**src/rtl/fifo_pkg.sv**
```systemverilog
// Shared FIFO helpers: sizing, pointer wrap and occupancy-derived status flags.
// Reused by every FIFO flavour so that flag semantics stay identical across variants.
package fifo_pkg;

    localparam int DEFAULT_WIDTH = 8;
    localparam int DEFAULT_DEPTH = 16;

    typedef struct packed {
        logic full;
        logic empty;
        logic almost_full;
        logic almost_empty;
    } fifo_flags_t;

    // Smallest r such that 2**r >= n.
    function automatic int clog2(input int n);
        int r;
        int v;
        r = 32'sd0;
        v = 32'sd1;
        while (v < n) begin
            v = v * 32'sd2;
            r = r + 32'sd1;
        end
        return r;
    endfunction

    // Explicit wrap so non-power-of-two depths never rely on natural overflow.
    function automatic int ptr_inc(input int ptr, input int depth);
        if (ptr == depth - 32'sd1) begin
            return 32'sd0;
        end else begin
            return ptr + 32'sd1;
        end
    endfunction

    function automatic fifo_flags_t flags_of(input int cnt, input int depth,
                                             input int af, input int ae);
        fifo_flags_t f;
        f.full         = (cnt == depth);
        f.empty        = (cnt == 32'sd0);
        f.almost_full  = (cnt >= af);
        f.almost_empty = (cnt <= ae);
        return f;
    endfunction

endpackage

```
**src/rtl/fifo_mem_1r1w.sv**
```systemverilog
// Simple dual-port storage: synchronous write, registered read with enable.
// Deliberately unreset so it maps onto plain RAM; the owner masks stale read data.
module fifo_mem_1r1w
    import fifo_pkg::*;
#(
    parameter int  WIDTH = DEFAULT_WIDTH,
    parameter int  DEPTH = DEFAULT_DEPTH,
    localparam int AW    = clog2(DEPTH)
) (
    input  logic             clk,
    input  logic             we,
    input  logic [AW-1:0]    waddr,
    input  logic [WIDTH-1:0] wdata,
    input  logic             re,
    input  logic [AW-1:0]    raddr,
    output logic [WIDTH-1:0] rdata
);

    logic [WIDTH-1:0] mem_r [DEPTH];
    logic [WIDTH-1:0] rdata_r;

    // Write port.
    always_ff @(posedge clk) begin
        if (we) begin
            mem_r[waddr] <= wdata;
        end
    end

    // Registered read port; holds its word while re is low.
    always_ff @(posedge clk) begin
        if (re) begin
            rdata_r <= mem_r[raddr];
        end
    end

    assign rdata = rdata_r;

endmodule

```
**src/rtl/fifo_sync_prog.sv**
```systemverilog
// Single-clock FIFO with arbitrary depth, programmable almost flags, occupancy,
// high-water mark, synchronous flush and one-cycle overflow/underflow pulses.
module fifo_sync_prog
    import fifo_pkg::*;
#(
    parameter int  WIDTH     = DEFAULT_WIDTH,
    parameter int  DEPTH     = DEFAULT_DEPTH,
    parameter int  AF_LEVEL  = 14,
    parameter int  AE_LEVEL  = 2,
    localparam int PTR_WIDTH = clog2(DEPTH),
    localparam int CNT_WIDTH = clog2(DEPTH + 1)
) (
    input  logic                 clk_i,
    input  logic                 rst_i,
    input  logic                 flush_i,
    input  logic                 wr_en_i,
    input  logic [WIDTH-1:0]     wdata_i,
    input  logic                 rd_en_i,
    output logic [WIDTH-1:0]     rdata_o,
    output logic                 full_o,
    output logic                 empty_o,
    output logic                 almost_full_o,
    output logic                 almost_empty_o,
    output logic [CNT_WIDTH-1:0] count_o,
    output logic [CNT_WIDTH-1:0] max_count_o,
    output logic                 wr_error_o,
    output logic                 rd_error_o
);

    localparam fifo_flags_t FLAGS_EMPTY = flags_of(32'sd0, DEPTH, AF_LEVEL, AE_LEVEL);

    logic [PTR_WIDTH-1:0] wr_ptr_r;
    logic [PTR_WIDTH-1:0] rd_ptr_r;
    logic [PTR_WIDTH-1:0] wr_ptr_next_s;
    logic [PTR_WIDTH-1:0] rd_ptr_next_s;
    logic [CNT_WIDTH-1:0] count_r;
    logic [CNT_WIDTH-1:0] count_next_s;
    logic [CNT_WIDTH-1:0] max_count_r;
    logic [CNT_WIDTH-1:0] max_next_s;
    fifo_flags_t          flags_r;
    fifo_flags_t          flags_next_s;
    logic                 wr_acc_s;
    logic                 rd_acc_s;
    logic                 wr_error_r;
    logic                 rd_error_r;
    logic                 rdata_valid_r;
    logic [WIDTH-1:0]     mem_rdata_s;

    // Accept decisions use this cycle's registered flags; reset and flush suppress both.
    always_comb begin
        wr_acc_s = 1'b0;
        rd_acc_s = 1'b0;
        if (!rst_i && !flush_i) begin
            wr_acc_s = wr_en_i & ~flags_r.full;
            rd_acc_s = rd_en_i & ~flags_r.empty;
        end else begin
            wr_acc_s = 1'b0;
            rd_acc_s = 1'b0;
        end
    end

    // Next-state occupancy, pointers, flags and high-water mark.
    always_comb begin
        count_next_s  = count_r + CNT_WIDTH'(wr_acc_s) - CNT_WIDTH'(rd_acc_s);
        wr_ptr_next_s = wr_acc_s ? PTR_WIDTH'(ptr_inc(int'(wr_ptr_r), DEPTH)) : wr_ptr_r;
        rd_ptr_next_s = rd_acc_s ? PTR_WIDTH'(ptr_inc(int'(rd_ptr_r), DEPTH)) : rd_ptr_r;
        max_next_s    = (count_next_s > max_count_r) ? count_next_s : max_count_r;
        flags_next_s  = flags_of(int'(count_next_s), DEPTH, AF_LEVEL, AE_LEVEL);
    end

    // Control state: reset beats flush, flush beats normal traffic.
    always_ff @(posedge clk_i) begin
        if (rst_i) begin
            wr_ptr_r      <= {PTR_WIDTH{1'b0}};
            rd_ptr_r      <= {PTR_WIDTH{1'b0}};
            count_r       <= {CNT_WIDTH{1'b0}};
            max_count_r   <= {CNT_WIDTH{1'b0}};
            flags_r       <= FLAGS_EMPTY;
            wr_error_r    <= 1'b0;
            rd_error_r    <= 1'b0;
            rdata_valid_r <= 1'b0;
        end else if (flush_i) begin
            wr_ptr_r      <= {PTR_WIDTH{1'b0}};
            rd_ptr_r      <= {PTR_WIDTH{1'b0}};
            count_r       <= {CNT_WIDTH{1'b0}};
            max_count_r   <= {CNT_WIDTH{1'b0}};
            flags_r       <= FLAGS_EMPTY;
            wr_error_r    <= 1'b0;
            rd_error_r    <= 1'b0;
        end else begin
            wr_ptr_r      <= wr_ptr_next_s;
            rd_ptr_r      <= rd_ptr_next_s;
            count_r       <= count_next_s;
            max_count_r   <= max_next_s;
            flags_r       <= flags_next_s;
            wr_error_r    <= wr_en_i & flags_r.full;
            rd_error_r    <= rd_en_i & flags_r.empty;
            rdata_valid_r <= rdata_valid_r | rd_acc_s;
        end
    end

    fifo_mem_1r1w #(
        .WIDTH (WIDTH),
        .DEPTH (DEPTH)
    ) u_mem (
        .clk   (clk_i),
        .we    (wr_acc_s),
        .waddr (wr_ptr_r),
        .wdata (wdata_i),
        .re    (rd_acc_s),
        .raddr (rd_ptr_r),
        .rdata (mem_rdata_s)
    );

    // The RAM read register has no reset, so it reads as zero until the first accepted read.
    assign rdata_o        = rdata_valid_r ? mem_rdata_s : {WIDTH{1'b0}};
    assign full_o         = flags_r.full;
    assign empty_o        = flags_r.empty;
    assign almost_full_o  = flags_r.almost_full;
    assign almost_empty_o = flags_r.almost_empty;
    assign count_o        = count_r;
    assign max_count_o    = max_count_r;
    assign wr_error_o     = wr_error_r;
    assign rd_error_o     = rd_error_r;

endmodule

```
**config.mk**
```make
export PLATFORM = sky130hd
export DESIGN_NAME = fifo_sync_prog
export DESIGN_NICKNAME = d
export VERILOG_FILES = /design/src/rtl/fifo_pkg.sv /design/src/rtl/fifo_mem_1r1w.sv /design/src/rtl/fifo_sync_prog.sv
export SDC_FILE = /design/constraint.sdc
export NUM_CORES = 1
export LEC_CHECK = 0
export ABC_CLOCK_PERIOD_IN_PS = 13700
export CORE_MARGIN = 5
export CORE_UTILIZATION = 27
export CTS_CLUSTER_DIAMETER = 60
export DETAILED_ROUTE_END_ITERATION = 8
export MAX_ROUTING_LAYER = met4
export PLACE_DENSITY = 0.4
export REMOVE_ABC_BUFFERS = 1
export SYNTH_ARGS = -nofsm -noshare
export SYNTH_HDL_FRONTEND = slang
export SYNTH_SLANG_ARGS = --single-unit
```
**constraint.sdc**
```tcl
create_clock -name clk_i -period 13.7 [get_ports clk_i]
set_input_delay 1.37 -clock clk_i [delete_from_list [all_inputs] [get_ports clk_i]]
set_output_delay 1.37 -clock clk_i [all_outputs]
set_load 0.01 [all_outputs]
```
==> impl_metrics.ini <==
[worst_setup_path]
path_common_cell = ha_1
rr_startpoint = full_o$_SDFF_PN0_
crit_fanout = 10
max_stage_delay_ns = 0.46
critPathSlowestCell = o22ai_1
cp_cell_sequence = clkdlybuf4s50_1, or2_1, nor3b_4, inv_1, ha_1, inv_1, ha_1, fa_1, a21o_1, a21oi_1, xnor2_1, ha_1, and4b_1, a211oi_1, o221ai_1, o22ai_1, mux2i_1
crit_type = input pin to register
cp-start-kind = input pin
crit_path_end_kind = register
rrSetupSlack_ns = 9.51
critPathRequiredTime_ns = 14.04
reg2reg_to = max_count_o[0]$_SDFFE_PN0N_
cp.arrival_ns = 6.06
worstRegToRegCells = 15

[synth]
yosysSeqAreaShare = 0.700
synth_edf_count = 136
syn_inst = 384
yosysUniqueCellTypes = 45
synth_area_leaders = edfxtp_1, mux4_2, dfxtp_1
synth_ff_type = edfxtp_1
syn_area_per_cell_um2 = 17.0
yosys.area.top_type = edfxtp_1
synth_seq_cells = 161
syn_area_mm2 = 0.00655
async_flop_share = 0
synth_warnings = 0
yosys.area.top_type_share = 0.624

[cells_and_area]
insertedDiodeCount = 0
drive_above_1_share = 0.173
syn_to_final_growth_pct = 20.3
nNetsFinal = 455
fin_area_mm2 = 0.00788

[timing]
setup_slack_ns = 7.98
clock_skew_ns = 0.0153
finalSetupTns_ns = 0
post-route-period-util = 0.418
whs_ns = 0.486
min_period_ns = 5.72
hold_viol = 0
relSlewSlack = 0.309
setup_viol = 0
worstMarginPinSlew_ns = 1.03
rsz0062_at_grt = no
fmax_ghz = 0.175
slew_viol_final = 0

[global_route]
grt_overflow_total = 0
grt_max_degree = 38
antenna_found_initial = 0
grt_pass1_wl_um = 22000
grt_usage = 0.108
grt_pass1_vias = 3546

[placed_design]
place_congestion = 0.798
dp_slack_ns = 7.58
dpl_cell_area_mm2 = 0.00728
io_buffers = 36
dpl.hpwl_um = 9000

[route]
drc = 0
vias = 3397
dr.first_iter.drc_count = 150
detail-route-antenna-nets = 0
drt-pass1-iter-count = 5
viasPerCell = 4.45
drt-total-wl_um = 14200
wl_per_cell_um = 18.6

[clock_tree]
clkSlewWorstSetupHoldPaths_ns = 0.07
cts-root-buf = clkbuf_16
clkLatencyLatePin_ns = 0.42
clockBufferDepth = 2
holdBufCountCts = 0
htreeDepth = 4
cts_num_sinks = 161
cts_buffers = 17
cts_tree = done
cts_resized = 0
post-cts-setup-buffer-count = 0

[power_and_ir_drop]
p_leak_nw = 2.51
power.density_mw_per_mm2 = 133
fin_total_pwr_mw = 1.05
peakVddDrop_mv = 0.0587

[floorplan]
die-area_mm2 = 0.0275
boundaryPins = 37
core-area_mm2 = 0.0241
die_h_um = 166
rows = 57
dieWidth_um = 166
start_util = 0.272

[worst_hold_path]
holdPathEnd = max_count_o[1]$_SDFFE_PN0N_
hp-class = register to register
hp-start = max_count_o[1]$_SDFFE_PN0N_
hold_depth = 2

[run_status]
status = complete, no violations

[flow_run]
drv_cap = 0
==> power by group <==
| group | internal (mW) | switching (mW) |
|---|---|---|
| sequential | 0.533 | 0.00122 |
| clock | 0.274 | 0.204 |
| combinational | 0.0151 | 0.0200 |
==> flip-flops by register name, summed over array words and instances (netlist names) <==
name,cells
u_mem.mem_r,128
wr_error_o,1
rd_ptr_r,4
rd_error_o,1
full_o,1
almost_full_o,1
almost_empty_o,1
count_o,5
empty_o,1
wr_ptr_r,4
u_mem.rdata,8
max_count_o,5
rdata_valid_r,1
==> worst max path at each step <==
stage / start / end / slack (ns) / cells after the start
2_1_floorplan: flush_i / max_count_o[0]$_SDFFE_PN0N_ / 8.29 / 15
3_3_place_gp: rst_i / max_count_o[1]$_SDFFE_PN0N_ / 7.77 / 17
3_5_place_dp: rst_i / max_count_o[0]$_SDFFE_PN0N_ / 7.58 / 17
4_1_cts: rst_i / max_count_o[0]$_SDFFE_PN0N_ / 8.01 / 17
5_1_grt: flush_i / max_count_o[0]$_SDFFE_PN0N_ / 7.66 / 17
6_report: rst_i / max_count_o[0]$_SDFFE_PN0N_ / 7.98 / 17
==> metal layers <==
metal  global-route usage  wire length, um  up-vias  part of all wire
li1                     -                -     1579                 -
met1                0.144             6840     1744              0.48
met2                0.167             6740       65              0.47
met3               0.0260              485        9             0.034
met4               0.0258              129        0            0.0091
met5                    -                0        -                 0
==> area by class of cell <==
cell class / instances / area [um^2]
fill: 2380 / 16200
inverter: 17 / 63.8
multi-input combinational: 189 / 1830
timing repair buffer: 41 / 398
clock buffer: 17 / 425
sequential: 161 / 4590
clock inverter: 14 / 173
tap: 324 / 405
==> critical path: cells and delay by family <==
| kind | cells | cell delay (ns) |
|---|---|---|
| AND/OR/NAND/NOR | 3 | 1.07 |
| multiplexers | 1 | 0.25 |
| AO/OA/AOI/OAI | 5 | 1.28 |
| adder cells (fa/ha/maj) | 4 | 1.27 |
| buffers and inverters | 3 | 0.57 |
| XOR/XNOR | 1 | 0.25 |
==> cells in the mapped netlist (all sizes together) (2+ instances only) <==
library cell	instances
mux4	32
edfxtp	136
xnor2	2
a211oi	10
o21a	2
a21oi	13
or4	2
nand2b	3
or2	2
clkbuf	9
and3	2
nor2	22
nor3b	2
a31oi	2
mux2i	14
and2	8
buf	8
inv	17
xor2	3
nor2b	8
nor3	5
dfxtp	25
nand2	22
a211o	2
ha	14
o21ai	5
==> layout by cell type (no fill, tap or decap), types with 3 or more instances in the layout <==
cell	count
buf_4	5
nor2b_1	8
a21oi_1	13
xor2_1	3
clkbuf_16	17
edfxtp_1	136
nand2_1	21
o21ai_0	5
mux4_2	32
clkdlybuf4s50_1	36
nor2_1	22
dfxtp_1	24
a211oi_1	10
nand2b_1	3
inv_6	4
nor3_2	3
and2_1	8
inv_1	17
mux2i_1	14
ha_1	14
clkinv_4	3
==> kinds of logic (layout without fill, tap and decap cells) <==
logic type | after synthesis | after routing | share of synthesized area
buffers and inverters | 34 | 89 | 0.0231
adders and majority gates | 15 | 15 | 0.0298
DFF | 161 | 161 | 0.700
and+or+nand+nor | 80 | 80 | 0.0631
AOI/OAI and AO/OA | 42 | 42 | 0.0420
muxes | 46 | 46 | 0.131
xor gates and xnor gates | 6 | 6 | 0.0101
==> through the flow <==
| stage | instances | util |
|---|---|---|
| 3_3_place_gp | 732 | 0.302 |
| 4_1_cts | 763 | 0.327 |
| 2_1_floorplan | 367 | - |
| 6_report | 763 | 0.327 |
| 3_5_place_dp | 732 | 0.302 |
| 5_1_grt | 763 | 0.327 |
(Power assumes the default switching activity.)
==> patch 1, RTL diff (config.mk and constraints unchanged) <==
Set the package constant `DEFAULT_WIDTH` to 6 (it was 8).
--- a/src/rtl/fifo_pkg.sv
+++ b/src/rtl/fifo_pkg.sv
@@ -3,5 +3,5 @@
 package fifo_pkg;
 
-    localparam int DEFAULT_WIDTH = 8;
+    localparam int DEFAULT_WIDTH = 6;
     localparam int DEFAULT_DEPTH = 16;
 
Ports: changed (resized rdata_o and wdata_i); port bits go from 37 to 33. No check against the original RTL was run, so the function may have changed too.
==> patch 1 against the original RTL <==
Power shrank 15%; final area fell by 18%; synthesized area is 20% lower; sequential share of layout area shrank 3.0 points; wire length down 19%; sequential cell count fell by 34; clock power down 7.7%; worst setup slack got worse by 0.25 ns; critical path type unchanged.
==> patch 1: results (changes against the original RTL) <==
| Metric | Value |
|---|---|
| GRT Total Usage | 11.4% (+0.66 points) |
| Layout fillers | 1,885 (-21%) |
| Clock Skews | 0.00757 ns (-0.00771 ns) |
| LEAKAGE | 2.09 nW (-17%) |
| Period minus WS final | 5.97 ns (+0.252 ns) |
| GR Util met3 | 3.27% (+0.67 points) |
| Worst r2r path cells | 14 (-1) |
| Global-route wire length before repair | 18,000 um (-18%) |
| Drt initial violations | 178 (+19%) |
| Drt total wl | 11,500 um (-19%) |
| CP Max Fanout | 14 (+4) |
| Vias | 2,840 (-16%) |
| Reg2reg end | max_count_o[4]$_SDFFE_PN0N_ |
| Dpl ws | 7.23 ns (-0.353 ns) |
| Mux contribution to synthesized area | 12.6% (-0.58 points) |
| IO buf count | 32 (-11%) |
| Status | finished, final reports clean |
| Maximum number of pins on one net before global-route repair | 30 (-21%) |
| Synth cell count leaders | edfxtp_1, dfxtp_1, mux4_2 |
| Largest register FFs | 96 (-25%) |
| Dpl hpwl | 7670 um (-15%) |
| Compound-Gate Fraction of Synth Area | 4.74% (+0.53 points) |
| Routability-driven placement congestion ratio | 0.782 (-2.0%) |
| Grt met2 use | 17.5% (+0.83 points) |
| VDD IR max | 0.0868 mV (+48%) |
| Sequential share of the synthesized area | 67.8% (-2.2 points) |
| EDFF count, synth | 102 (-25%) |
| XOR/XNOR share of the synthesized area | 1.26% (+0.25 points) |
| Synth Area in Adders | 3.71% (+0.73 points) |
## patch 1: cell families after synthesis
logic type,after synthesis
flops,127
fa+ha+maj,15
buf+inv,30
compound gates,38
xor+xnor,6
mux,36
simple gates,77
## patch 1: metal layers
metal | vias to the layer above | part of all wire [%]
li1 | 1344 | -
met1 | 1425 | 46
met2 | 57 | 48
met3 | 14 | 3.6
met4 | 0 | 1.7
met5 | - | 0
## patch 1: area by class of cell
type                    count  area, um2  share of cell area [%]
multi-input cells         172       1570                    24.3
clock inverters            12        145                    2.25
clock buffers              19        433                    6.71
repair buffers             36        350                    5.43
inverters                  17       63.8                   0.989
well taps                 265        332                    5.14
flip-flops and latches    127       3560                    55.2
## patch 1: metrics by stage
step	hold WS, ns	total power [W]	cell area (um2)	cells
floorplan	0.495	0.000445	5190	316
global route	0.504	0.000925	6450	648
detailed placement	0.482	0.000461	5880	617
global placement	0.466	0.000460	5880	617
finish	0.483	0.000893	6450	648
CTS	0.488	0.000905	6450	648
## patch 1: how the worst max path moves through the flow
stage	end	depth (start not counted)
global placement	max_count_o[4]$_SDFFE_PN0N_	16
CTS	max_count_o[4]$_SDFFE_PN0N_	16
finish	max_count_o[4]$_SDFFE_PN0N_	16
global route	max_count_o[2]$_SDFFE_PN0N_	16
detailed placement	max_count_o[4]$_SDFFE_PN0N_	16
floorplan	max_count_o[0]$_SDFFE_PN0N_	15
## patch 1: power groups by stage
stage                     clock, W  sequential [W]  combinational, W
after floorplan                  0        0.000428         0.0000168
after global placement           0        0.000428         0.0000324
after detailed placement         0        0.000428         0.0000330
after CTS                 0.000452        0.000420         0.0000330
after global routing      0.000470        0.000420         0.0000357
final                     0.000441        0.000420         0.0000323
## patch 1: critical path, cell delays in order
cell and delay, ns:
clkdlybuf4s50_1 0.43, or2_1 0.40, nor3b_2 0.87, ha_1 0.26
inv_1 0.04, ha_1 0.21, fa_1 0.43, a21o_1 0.18
a21oi_1 0.17, xnor2_1 0.21, ha_1 0.34, and4b_1 0.21
a211oi_1 0.33, o221ai_1 0.19, o22ai_1 0.45, mux2i_1 0.23
==> patch 2, RTL diff (same settings) <==
Made on the original files. Make the reset (`rst_i`) asynchronous in one clocked block.
--- a/src/rtl/fifo_sync_prog.sv
+++ b/src/rtl/fifo_sync_prog.sv
@@ -70,5 +70,5 @@
 
     // Control state: reset beats flush, flush beats normal traffic.
-    always_ff @(posedge clk_i) begin
+    always_ff @(posedge clk_i or posedge rst_i) begin
         if (rst_i) begin
             wr_ptr_r      <= {PTR_WIDTH{1'b0}};
Check against the original RTL: differs if rst_i is asserted again (counterexample within 4 cycles, from zero or initial values and one cycle with rst_i high); with rst_i held inactive, the same outputs for 10 cycles.
==> patch 2 against the original RTL <==
Worst setup slack gained 0.40 ns; synthesized area grew 1.6%; first-iteration DRC count grew 4.7%; wire length is 0.75% lower; final area rose by 0.84%; sequential cell count did not move; critical path type unchanged; highest routed layer unchanged.
Power is not compared: it rests on default switching activity, and its combinational part moved more than twofold at a synthesized area within 25%.
==> patch 2: results (changes against the original RTL) <==
| Metric | Value |
|---|---|
| Compound-Gate Fraction of Synth Area | 3.84% (-0.37 points) |
| CP Max Fanout | 25 (+15) |
| GRT Total Usage | 10.9% (+0.13 points) |
| Slack of the worst reg-to-reg path | 9.58 ns (+0.07 ns) |
| Largest register FFs | 128 (unchanged) |
| Sequential share of the synthesized area | 70.9% (+0.84 points) |
| TritonRoute pass-1 iters | 4 (-1) |
| Mux contribution to synthesized area | 12.8% (-0.35 points) |
| Routability-driven placement congestion ratio | 0.729 (-8.6%) |
| Grt met2 use | 15.6% (-1.1 points) |
| Synth cell count leaders | edfxtp_1, mux4_2, dfrtp_1 |
| R2r startpoint | full_o$_DFF_PP0_ |
| Share of layout cells above drive strength 1 | 19.3% (+1.9 points) |
| Global-route wire length before repair | 22,200 um (+0.88%) |
| Hold_ws | 0.565 ns (+0.0788 ns) |
| Synth unique cells | 44 (-2.2%) |
| Wire length on met1 | 6980 um (+2.1%) |
| Global routing usage on met1 | 15.4% (+0.99 points) |
| Status | finished, final reports clean |
| DR WL met2 | 6490 um (-3.6%) |
| GR Util met3 | 2.63% (+0.033 points) |
| Achievable clock frequency | 0.188 GHz (+7.5%) |
| Worst slew pin tran | 1.05 ns (+0.0218 ns) |
| Via/cell ratio | 4.38 (-1.6%) |
| Placed Cells | 723 (-1.2%) |
| Final #Nets | 445 (-2.2%) |
| CP delay by family, top | adder cells |
| Ys async rst share | 15.5% (+16 points) |
| Crit path capture | max_count_o[1]$_DFFE_PP0P_ |
| Dpl ws | 7.91 ns (+0.328 ns) |
| Routed met3 length | 469 um (-3.3%) |
| XOR/XNOR share of the synthesized area | 0.903% (-0.11 points) |
| Hold path start | full_o$_DFF_PP0_ |
| Clock Skews | 0.00941 ns (-0.00587 ns) |
| Dpl cell area | 7390 um2 (+1.5%) |
| Drt total wl | 14,100 um (-0.75%) |
| Layout fillers | 2,339 (-1.7%) |
| Hold EP | wr_error_o$_DFF_PP0_ |
| CP peak stage delay | 0.57 ns (+0.11 ns) |
| Drt initial violations | 157 (+4.7%) |
| Non-filler cells, final | 755 (-1.0%) |
| WP data arrival | 5.63 ns (-0.43 ns) |
| Dpl hpwl | 8580 um (-4.6%) |
## patch 2: cell count changes in the layout (fill, tap and decap cells not counted), moves of 3 or more
cell     delta
nand3_1     +3
nand2_1    -11
nor2_1      -6
and3_1      +4
dfxtp_1    -24
dfrtp_1    +21
mux2i_1     -4
and2_1      +9
a21o_1      +3
## patch 2: final cells by class
| type | count | area (um2) | share of cell area (%) |
|---|---|---|---|
| well taps | 324 | 405 | 5.10 |
| flip-flops and latches | 161 | 4710 | 59.4 |
| clock buffers | 17 | 425 | 5.36 |
| inverters | 19 | 71.3 | 0.898 |
| multi-input cells | 178 | 1800 | 22.6 |
| repair buffers | 41 | 398 | 5.01 |
| clock inverters | 15 | 130 | 1.64 |
## patch 2: where the power goes
part / total [W] / switching (W) / internal [W]
Clock: 0.000449 / 0.000211 / 0.000238
Combinational: 0.000231 / 0.000116 / 0.000115
Sequential: 0.000569 / 0.0000160 / 0.000553
Total: 0.00125 / 0.000343 / 0.000906
